**src/rtl/adt7420_i2c_target.sv**
```systemverilog
// I2C target emulating the ADT7420 register map (16 byte registers, pointer access, auto-increment).
// Define I2C_TGT_GLITCH_FILTER_EN to insert a 3-sample majority filter on the synchronized SCL/SDA.
module adt7420_i2c_target #(
  parameter logic [6:0] SLAVE_ADDR = 7'h48,
  parameter logic [7:0] ID_VALUE   = 8'hCB
) (
  input  logic        clk,
  input  logic        rst_n,
  input  logic        scl_i,
  input  logic        sda_i,
  output logic        sda_oe,
  input  logic        temp_wr,
  input  logic [15:0] temp_val,
  output logic        busy,
  output logic        wr_strobe,
  output logic [3:0]  wr_addr,
  output logic [7:0]  wr_data
);

  typedef enum logic [3:0] {
    S_IDLE, S_ADDR, S_ADDR_ACK, S_PTR, S_PTR_ACK,
    S_WDATA, S_WDATA_ACK, S_RDATA, S_RDATA_ACK, S_IGNORE
  } state_t;

  state_t      state_q, state_d;
  logic [1:0]  scl_sync_q, sda_sync_q;
  logic        scl_l, sda_l, scl_prev_q, sda_prev_q;
  logic [2:0]  bit_cnt_q, bit_cnt_d;
  logic [6:0]  shift_q, shift_d;
  logic [3:0]  ptr_q, ptr_d;
  logic        sda_oe_q, sda_oe_d;
  logic        busy_q, busy_d;
  logic        flag_q, flag_d;
  logic        rw_q, rw_d;
  logic        strobe_q, strobe_d;
  logic [3:0]  wr_addr_q, wr_addr_d;
  logic [7:0]  wr_data_q, wr_data_d;
  logic [15:0] temp_q;
  logic [7:0]  cfg_q [8];
  logic        cfg_we;
  logic [2:0]  cfg_idx;
  logic [7:0]  rd_byte, rx_byte;
  logic        scl_rise, scl_fall, start_det, stop_det, last_bit, writable;

`ifdef I2C_TGT_GLITCH_FILTER_EN
  logic [1:0] scl_hist_q, sda_hist_q;
  logic       scl_filt_q, sda_filt_q;

  always_ff @(posedge clk or negedge rst_n) begin
    if (!rst_n) begin
      scl_hist_q <= 2'b11;
      sda_hist_q <= 2'b11;
      scl_filt_q <= 1'b1;
      sda_filt_q <= 1'b1;
    end else begin
      scl_hist_q <= {scl_hist_q[0], scl_sync_q[1]};
      sda_hist_q <= {sda_hist_q[0], sda_sync_q[1]};
      scl_filt_q <= (scl_sync_q[1] & scl_hist_q[0]) | (scl_sync_q[1] & scl_hist_q[1]) |
                    (scl_hist_q[0] & scl_hist_q[1]);
      sda_filt_q <= (sda_sync_q[1] & sda_hist_q[0]) | (sda_sync_q[1] & sda_hist_q[1]) |
                    (sda_hist_q[0] & sda_hist_q[1]);
    end
  end

  assign scl_l = scl_filt_q;
  assign sda_l = sda_filt_q;
`else
  assign scl_l = scl_sync_q[1];
  assign sda_l = sda_sync_q[1];
`endif

  assign scl_rise  = scl_l & ~scl_prev_q;
  assign scl_fall  = ~scl_l & scl_prev_q;
  assign start_det = scl_l & scl_prev_q & sda_prev_q & ~sda_l;
  assign stop_det  = scl_l & scl_prev_q & ~sda_prev_q & sda_l;
  assign rx_byte   = {shift_q, sda_l};
  assign last_bit  = (bit_cnt_q == 3'd7);
  assign cfg_idx   = 3'(ptr_q - 4'd3);
  assign writable  = (ptr_q >= 4'd3) && (ptr_q <= 4'd10);

  always_comb begin
    rd_byte = 8'h00;
    case (ptr_q)
      4'h0: rd_byte = temp_q[15:8];
      4'h1: rd_byte = temp_q[7:0];
      4'h3, 4'h4, 4'h5, 4'h6, 4'h7, 4'h8, 4'h9, 4'hA: rd_byte = cfg_q[cfg_idx];
      4'hB: rd_byte = ID_VALUE;
      default: rd_byte = 8'h00;
    endcase
  end

  always_comb begin
    state_d   = state_q;
    bit_cnt_d = bit_cnt_q;
    shift_d   = shift_q;
    ptr_d     = ptr_q;
    sda_oe_d  = sda_oe_q;
    busy_d    = busy_q;
    flag_d    = flag_q;
    rw_d      = rw_q;
    strobe_d  = 1'b0;
    wr_addr_d = wr_addr_q;
    wr_data_d = wr_data_q;
    cfg_we    = 1'b0;
    if (stop_det) begin
      state_d   = S_IDLE;
      sda_oe_d  = 1'b0;
      busy_d    = 1'b0;
      bit_cnt_d = 3'd0;
      flag_d    = 1'b0;
    end else if (start_det) begin
      state_d   = S_ADDR;
      sda_oe_d  = 1'b0;
      bit_cnt_d = 3'd0;
      flag_d    = 1'b0;
    end else begin
      case (state_q)
        S_ADDR, S_PTR, S_WDATA: begin
          if (scl_rise) begin
            shift_d   = rx_byte[6:0];
            bit_cnt_d = bit_cnt_q + 3'd1;
            if (last_bit) begin
              if (state_q == S_ADDR) begin
                if (rx_byte[7:1] == SLAVE_ADDR) begin
                  state_d = S_ADDR_ACK;
                  busy_d  = 1'b1;
                  rw_d    = rx_byte[0];
                end else begin
                  state_d = S_IGNORE;
                  busy_d  = 1'b0;
                end
              end else if (state_q == S_PTR) begin
                ptr_d   = rx_byte[3:0];
                state_d = S_PTR_ACK;
              end else begin
                if (writable) begin
                  cfg_we    = 1'b1;
                  strobe_d  = 1'b1;
                  wr_addr_d = ptr_q;
                  wr_data_d = rx_byte;
                end
                ptr_d   = ptr_q + 4'd1;
                state_d = S_WDATA_ACK;
              end
            end
          end
        end
        // flag_q marks that the ACK is already being driven
        S_ADDR_ACK, S_PTR_ACK, S_WDATA_ACK: begin
          if (scl_fall) begin
            if (!flag_q) begin
              sda_oe_d = 1'b1;
              flag_d   = 1'b1;
            end else begin
              flag_d    = 1'b0;
              bit_cnt_d = 3'd0;
              if (state_q == S_ADDR_ACK && rw_q) begin
                shift_d  = rd_byte[6:0];
                sda_oe_d = ~rd_byte[7];
                state_d  = S_RDATA;
              end else begin
                sda_oe_d = 1'b0;
                state_d  = (state_q == S_ADDR_ACK) ? S_PTR : S_WDATA;
              end
            end
          end
        end
        S_RDATA: begin
          if (scl_fall) begin
            if (last_bit) begin
              sda_oe_d  = 1'b0;
              bit_cnt_d = 3'd0;
              state_d   = S_RDATA_ACK;
            end else begin
              sda_oe_d  = ~shift_q[6];
              shift_d   = {shift_q[5:0], 1'b0};
              bit_cnt_d = bit_cnt_q + 3'd1;
            end
          end
        end
        // flag_q here records a master ACK awaiting the next byte load
        S_RDATA_ACK: begin
          if (scl_rise) begin
            if (!sda_l) begin
              ptr_d  = ptr_q + 4'd1;
              flag_d = 1'b1;
            end else begin
              state_d = S_IGNORE;
              busy_d  = 1'b0;
            end
          end else if (scl_fall && flag_q) begin
            flag_d    = 1'b0;
            shift_d   = rd_byte[6:0];
            sda_oe_d  = ~rd_byte[7];
            bit_cnt_d = 3'd0;
            state_d   = S_RDATA;
          end
        end
        default: ;
      endcase
    end
  end

  always_ff @(posedge clk or negedge rst_n) begin
    if (!rst_n) state_q <= S_IDLE;
    else        state_q <= state_d;
  end

  always_ff @(posedge clk or negedge rst_n) begin
    if (!rst_n) begin
      scl_sync_q <= 2'b11;
      sda_sync_q <= 2'b11;
      scl_prev_q <= 1'b1;
      sda_prev_q <= 1'b1;
      bit_cnt_q  <= 3'd0;
      shift_q    <= 7'd0;
      ptr_q      <= 4'd0;
      sda_oe_q   <= 1'b0;
      busy_q     <= 1'b0;
      flag_q     <= 1'b0;
      rw_q       <= 1'b0;
      strobe_q   <= 1'b0;
      wr_addr_q  <= 4'd0;
      wr_data_q  <= 8'd0;
      temp_q     <= 16'd0;
      cfg_q[0]   <= 8'h00;
      cfg_q[1]   <= 8'h20;
      cfg_q[2]   <= 8'h00;
      cfg_q[3]   <= 8'h05;
      cfg_q[4]   <= 8'h00;
      cfg_q[5]   <= 8'h49;
      cfg_q[6]   <= 8'h80;
      cfg_q[7]   <= 8'h05;
    end else begin
      scl_sync_q <= {scl_sync_q[0], scl_i};
      sda_sync_q <= {sda_sync_q[0], sda_i};
      scl_prev_q <= scl_l;
      sda_prev_q <= sda_l;
      bit_cnt_q  <= bit_cnt_d;
      shift_q    <= shift_d;
      ptr_q      <= ptr_d;
      sda_oe_q   <= sda_oe_d;
      busy_q     <= busy_d;
      flag_q     <= flag_d;
      rw_q       <= rw_d;
      strobe_q   <= strobe_d;
      wr_addr_q  <= wr_addr_d;
      wr_data_q  <= wr_data_d;
      if (temp_wr) temp_q <= temp_val;
      if (cfg_we) cfg_q[cfg_idx] <= rx_byte;
    end
  end

  assign sda_oe    = sda_oe_q;
  assign busy      = busy_q;
  assign wr_strobe = strobe_q;
  assign wr_addr   = wr_addr_q;
  assign wr_data   = wr_data_q;

endmodule
```
**config.mk**
```make
export PLATFORM = sky130hd
export DESIGN_NAME = adt7420_i2c_target
export DESIGN_NICKNAME = d
export VERILOG_FILES = /design/src/rtl/adt7420_i2c_target.sv
export SDC_FILE = /design/constraint.sdc
export NUM_CORES = 1
export LEC_CHECK = 0
export BUFFER_PORTS_ARGS = -buffer_cell sky130_fd_sc_hd__buf_2
export CAP_MARGIN = 30
export CORE_MARGIN = 4
export CORE_UTILIZATION = 65
export DETAILED_ROUTE_END_ITERATION = 12
export PLACE_DENSITY = 0.89
export SLEW_MARGIN = 25
export SYNTH_ARGS = -nofsm -noshare
export SYNTH_HDL_FRONTEND = slang
export SYNTH_SLANG_ARGS = --single-unit
```
**constraint.sdc**
```tcl
create_clock -name clk -period 5.3 [get_ports clk]
set_clock_uncertainty 0.2 [all_clocks]
set_input_delay 0.53 -clock clk [delete_from_list [all_inputs] [get_ports clk]]
set_output_delay 0.53 -clock clk [all_outputs]
set_load 0.05 [all_outputs]
```
==> flow_metrics.tcl, run 1 <==
set metrics [dict create \
    synth_edf_count 0 \
    htree_levels 4 \
    max_freq_mhz 314 \
    cts_sinks 121 \
    worstSetupPathType "flop to flop" \
    antenna_left 0 \
    place_hpwl_um 9580 \
    areaGrowthSynthToFinish_pct 11.4 \
    drv_cap 0 \
    worst-path-max-fanout 24 \
    status "finished clean" \
    fillers 566 \
    hold-path-cell-count 2 \
    cts_tree "done" \
    firstDrtPassIters 5 \
    track_usage_pct 28.0 \
    peakVddDrop_v 0.000332 \
    io_pins 36 \
    syn_inst 533 \
    setup_ws_ns 2.11 \
    power_density_nw_per_um2 510 \
    grt_setup_unrepaired "false" \
    fin_util_pct 75.3 \
    drt_iter0_drc 427 \
    end_kind "flop" \
    hold_path.class "primary input to flop" \
    post_drt_via_cell_ratio 6.34 \
    period_needed_ns 3.19 \
    die_y_um 106 \
    post_drt_wl_per_cell_um 21.5 \
    synth.net_count 560 \
    start_kind "flop" \
    numCtsBuffers 17 \
    grt_pass1_vias 4651 \
    post_cts_resized 0 \
    ff2ff_path_depth 5 \
    antenna_found_initial 0 \
    pre_cts_ws_ns 2.17 \
    num_rows 35 \
    period_share_pct 60.1 \
    grt_pass1_wl_um 24600 \
    overflow 0 \
    antenna_cells 0 \
    cts_root_buffer "clkbuf_8" \
    die_w_um 106 \
    post-route-drc-count 0 \
    synth.distinct_cells 63 \
    synth_area_per_cell_sq_um 11.8 \
    hold_violations 0 \
    grt_max_degree 67 \
    cp.arrival_ns 3.39 \
    vias 4415 \
    clkLatencyLatePin_ns 0.52 \
    final_nets 581 \
    ys_seq_elements 121 \
    slew_headroom_pct 43.0 \
    ys_warn_count 0 \
    die-area_sq_um 11300 \
    slew_violations 0 \
    power_leakage_nw 3.26 \
    place.gp.congestion 0.937 \
    drt-total-wl_um 15000 \
    synthFlopType "dfrtp_1" \
    path_clk_slew_ns 0.06 \
    worst_ep_required_time_ns 5.50 \
    initial_core_util_pct 67.6 \
    totalNegativeSetupSlack_ns 0 \
    final_layout_size_suffix_gt1_share_pct 28.2 \
    async_reset_ff_share_pct 100 \
    synthesis.area_sq_um 6300 \
    coreArea_sq_um 9330 \
    cts.path.max_buffers 2 \
    setup_violations 0 \
    io_buffers 35 \
    tightest_slew_ns 0.854 \
    ys_seq_area_share_pct 48.3 \
]
sequential cells by signal, summed over array words and instances (netlist names), 3 cells and up:
| register | flops |
|---|---|
| cfg_q | 64 |
| ptr_q | 4 |
| shift_q | 7 |
| wr_addr | 4 |
| bit_cnt_q | 3 |
| state_q | 4 |
| wr_data | 8 |
| temp_q | 16 |
stage by stage:
| step | power [W] | instances | area (sq um) | hold slack, ns |
|---|---|---|---|---|
| after CTS | 0.00355 | 696 | 7020 | 0.0289 |
| after detailed placement | 0.00239 | 661 | 6410 | 0.150 |
| after global placement | 0.00235 | 661 | 6410 | 0.149 |
| after global routing | 0.00375 | 696 | 7020 | 0.0195 |
| final | 0.00358 | 696 | 7020 | 0.0396 |
| after floorplan | 0.00212 | 533 | 6300 | 0.0344 |
critical path: stages, from the launching register on:
cell	delay [ns]
dfrtp_2	0.80
inv_1	0.29
ha_1	0.42
nor2_1	0.62
and3_4	0.41
mux2_4	0.33
cells in the mapped netlist (3+ instances only):
cell / n / area share [%]
dfrtp_1: 106 / 42
nand2_1: 58 / 3.5
mux2_1: 33 / 5.9
mux2_4: 32 / 7.6
mux2i_1: 32 / 5.1
mux2_2: 23 / 4.1
a21oi_1: 20 / 1.6
a22oi_1: 19 / 2.3
clkbuf_1: 15 / 0.89
dfstp_2: 15 / 6.3
o21ai_0: 15 / 1.2
nor2_1: 14 / 0.83
buf_2: 13 / 1.0
nand3_1: 11 / 0.87
nor3_1: 9 / 0.71
inv_1: 7 / 0.42
a221oi_1: 6 / 0.83
ha_1: 6 / 1.2
nor2b_1: 6 / 0.60
o22a_1: 6 / 0.83
and3_1: 5 / 0.50
o22ai_1: 5 / 0.50
and3_4: 4 / 0.71
buf_12: 4 / 1.3
nand3_4: 4 / 1.1
o21ai_1: 4 / 0.32
a2111oi_0: 3 / 0.42
a31oi_1: 3 / 0.30
and2_1: 3 / 0.30
buf_6: 3 / 0.54
nand2b_1: 3 / 0.30
nand4_1: 3 / 0.30
xnor2_1: 3 / 0.42
report_power, final:
part / switching [W] / internal (W)
logic: 0.000679 / 0.000452
clock network: 0.000454 / 0.000678
registers: 0.000303 / 0.00101
final timing paths:
check                                              from  slack [ns]                      end
max in group asynchronous                         rst_n        3.12     ptr_q[0]$_DFFE_PN0P_
worst min-delay path                        temp_val[5]        0.04    temp_q[5]$_DFFE_PN0P_
worst max-delay path               ptr_q[0]$_DFFE_PN0P_        2.11    cfg_q[50]$_DFFE_PN0P_
worst min register to register  sda_sync_q[0]$_DFF_PN1_        0.16  sda_sync_q[1]$_DFF_PN1_
min in group asynchronous                         rst_n        0.41    cfg_q[43]$_DFFE_PN0P_
worst max register to register     ptr_q[0]$_DFFE_PN0P_        2.11    cfg_q[50]$_DFFE_PN0P_
layout by cell type, fill, tap and decap left out, types with 4 or more instances in the layout:
cell,instances
a21oi_1,20
a221oi_1,6
a22oi_1,19
and3_1,5
and3_4,4
buf_2,34
clkbuf_16,16
dfrtp_1,105
dfstp_2,15
ha_1,6
inv_1,7
inv_6,5
mux2_1,33
mux2_2,23
mux2_4,32
mux2i_1,32
nand2_1,58
nand3_1,11
nand3_4,4
nor2_1,14
nor2b_1,6
nor3_1,9
o21ai_0,15
o21ai_1,4
o22a_1,6
o22ai_1,5
repair_timing:
action,in CTS,in global routing
buffers inserted,0,0
endpoints found under the hold margin,52,0
hold buffers,3,0
setup endpoints to repair,0,0
cell families after synthesis:
group,share of synthesized area (%)
mux,22.7
fa+ha+maj,1.19
xor+xnor,0.695
compound gates,10.7
buf+inv,4.70
flops,48.3
simple gates,11.7
final cells by class:
type                    count  area [sq um]  share of cell area (%)
flip-flops and latches    121          3050                    43.4
multi-input cells         364          2970                    42.2
clock buffers              17           414                    5.90
repair buffers             40           223                    3.17
clock inverters            15           164                    2.33
well taps                 129           161                    2.30
inverters                  10          45.0                   0.642
layer usage:
| metal | GRT usage [%] | up-vias | wire length (um) |
|---|---|---|---|
| li1 | - | 1978 | - |
| met1 | 37.7 | 2190 | 6240 |
| met2 | 43.4 | 205 | 7200 |
| met3 | 7.65 | 42 | 1060 |
| met4 | 11.1 | 0 | 477 |
| met5 | 0 | - | 0 |
No activity file was read; power rests on OpenSTA's default activity.
==> run 2, diff against run 1 <==
--- a/config.mk
+++ b/config.mk
@@ -8,9 +8,9 @@
 export BUFFER_PORTS_ARGS = -buffer_cell sky130_fd_sc_hd__buf_2
 export CAP_MARGIN = 30
 export CORE_MARGIN = 4
-export CORE_UTILIZATION = 65
+export CORE_UTILIZATION = 55
 export DETAILED_ROUTE_END_ITERATION = 12
-export PLACE_DENSITY = 0.89
+export PLACE_DENSITY = 0.81
 export SLEW_MARGIN = 25
 export SYNTH_ARGS = -nofsm -noshare
 export SYNTH_HDL_FRONTEND = slang
==> constraint.sdc (replaced) <==
create_clock -name clk -period 2.7 [get_ports clk]
set_clock_uncertainty 0.2 [all_clocks]
set_input_delay 0.27 -clock clk [delete_from_list [all_inputs] [get_ports clk]]
set_output_delay 0.27 -clock clk [all_outputs]
set_load 0.05 [all_outputs]
==> flow_metrics.tcl, run 2 (same netlist as run 1, synthesis figures left out) <==
set metrics [dict create \
    vias 4619 \
    p_int_w 0.00450 \
    cts_sinks 121 \
    crit_family "simple AND/OR/NAND/NOR gates" \
    worst_ep_required_time_ns 2.84 \
    htree_levels 4 \
    combinationalPowerShare_pct 39.0 \
    areaGrowthSynthToFinish_pct 17.6 \
    largest_reg_flops 64 \
    initial_core_util_pct 57.1 \
    post-route-drc-count 0 \
    met1_usage_pct 31.9 \
    ff2ff_path_depth 7 \
    power_density_nw_per_um2 996 \
    drt_iter0_drc 481 \
    antenna_found_initial 0 \
    power_frac_clock_pct 30.8 \
    final_nets 621 \
    slew_headroom_pct 42.6 \
    switchingPower_w 0.00288 \
    regMostFlops "cfg_q" \
    period_needed_ns 2.59 \
    grt_setup_unrepaired "false" \
    die_y_um 115 \
    path_cells "buf_4 > ha_1 > nor3b_1 > a221oi_1 > o22ai_1 > a31oi_1 > a21oi_1" \
    final_cell_mix "dfrtp_1, nand2_1, buf_2" \
    grt_pass1_wl_um 24900 \
    met3_usage_pct 7.63 \
    overflow 0 \
    place.gp.congestion 0.905 \
    cp_num_buf_inv 1 \
    slew_violations 0 \
    rrSetupSlack_ns 0.11 \
    cts_root_buffer "clkbuf_16" \
    totalNegativeSetupSlack_ns 0 \
    num_rows 38 \
    status "finished clean" \
    numCtsBuffers 17 \
    track_usage_pct 24.9 \
    hold_violations 0 \
    cp.arrival_ns 2.73 \
    slowest_delay_ns 0.73 \
    grt_max_degree 61 \
    firstDrtPassIters 5 \
    path_clk_slew_ns 0.06 \
    post-cts-setup-buffer-count 0 \
    power_leakage_nw 3.45 \
    post_drt_via_cell_ratio 6.18 \
    post_drt_wl_per_cell_um 21.1 \
    cp-startpoint "ptr_q[0]$_DFFE_PN0P_" \
    io_pins 36 \
    peakVddDrop_v 0.00103 \
    final_layout_size_suffix_gt1_share_pct 30.0 \
    tightest_slew_ns 0.859 \
    cts_tree "done" \
    drt-total-wl_um 15800 \
    die_w_um 115 \
    antenna_cells 0 \
    endpoint "shift_q[0]$_DFFE_PN0P_" \
    coreArea_sq_um 11000 \
    start_kind "flop" \
    period_share_pct 96.0 \
    worstSetupPathType "flop to flop" \
    grt-busiest-layer "met2" \
    io_buffers 35 \
    place_hpwl_um 10100 \
    cp_num_cells 7 \
    grt_pass1_vias 4746 \
    die-area_sq_um 13200 \
    swShare_pct 39.0 \
    hold_path.class "flop to flop" \
    setup_violations 0 \
    grt_util_met2_pct 38.9 \
    max_freq_mhz 386 \
    postPlaceCellArea_sq_um 6630 \
    end_kind "flop" \
    antenna_left 0 \
    fillers 752 \
    cts.path.max_buffers 2 \
    worst-path-max-fanout 16 \
    fin_area_sq_um 7410 \
    final_common_cell "dfrtp_1" \
    cp_slowest_cell "nor3b_1" \
    regToRegEndpoint "shift_q[0]$_DFFE_PN0P_" \
    clkLatencyLatePin_ns 0.43 \
    p_seq_share_pct 30.2 \
    drv_cap 0 \
    r2r-start "ptr_q[0]$_DFFE_PN0P_" \
]
## run 2: cell types whose count changed in the layout (fill, tap and decap cells not counted), sizes merged
| cell | before | now |
|---|---|---|
| buf | 37 | 61 |
| dlygate4sd3 | 3 | 19 |
| inv | 15 | 11 |
| clkbuf | 17 | 20 |
| clkinvlp | 1 | 3 |
| clkinv | 7 | 6 |
## run 2: power by group through the flow
stage | combinational (W) | clock [W] | sequential, W
after floorplan | 0.00200 | 0 | 0.00217
after global placement | 0.00270 | 0 | 0.00223
after detailed placement | 0.00276 | 0 | 0.00224
after CTS | 0.00281 | 0.00229 | 0.00222
after global routing | 0.00308 | 0.00238 | 0.00225
final | 0.00288 | 0.00228 | 0.00223
## run 2: metrics by stage
step	power [W]	instances	utilization, %	hold slack, ns	worst slack, ns
2_1_floorplan	0.00417	533	-	-0.226	0.0761
3_3_place_gp	0.00494	696	60.1	0.145	0.275
3_5_place_dp	0.00500	696	60.1	0.147	0.213
4_1_cts	0.00731	747	67.2	0.146	0.189
5_1_grt	0.00771	747	67.2	0.157	0.0162
6_report	0.00739	747	67.2	0.155	0.109
## run 2: worst min-delay path by stage
stage          cells past startpoint               startpoint                  endpoint  slack, ns
6_report                           0  scl_sync_q[0]$_DFF_PN1_   scl_sync_q[1]$_DFF_PN1_       0.16
3_5_place_dp                       0  sda_sync_q[0]$_DFF_PN1_   sda_sync_q[1]$_DFF_PN1_       0.15
4_1_cts                            2                  temp_wr     temp_q[1]$_DFFE_PN0P_       0.15
2_1_floorplan                      0                    rst_n  bit_cnt_q[0]$_DFFE_PN0P_      -0.23
3_3_place_gp                       0  sda_sync_q[0]$_DFF_PN1_   sda_sync_q[1]$_DFF_PN1_       0.15
5_1_grt                            0  scl_sync_q[0]$_DFF_PN1_   scl_sync_q[1]$_DFF_PN1_       0.16
## run 2: repair_timing
| item | in CTS | in global routing |
|---|---|---|
| hold buffers | 19 | 0 |
| endpoints found under the hold margin | 69 | 0 |
| gates resized for setup | 0 | 0 |
## run 2: area by class of cell
class	instances	area (sq um)	share of cell area, %
Clock inverter	12	140	1.89
Inverter	10	45.0	0.608
Multi-Input combinational cell	364	2960	39.9
Sequential cell	121	3050	41.1
Clock buffer	20	457	6.16
Timing Repair Buffer	80	588	7.93
Tap cell	140	175	2.36
## run 2: layer usage
metal  vias to the layer above  part of all wire, %
met4                         0                  3.7
met3                        45                  6.6
li1                       2067                    -
met1                      2316                   41
met5                         -                    0
met2                       191                   49
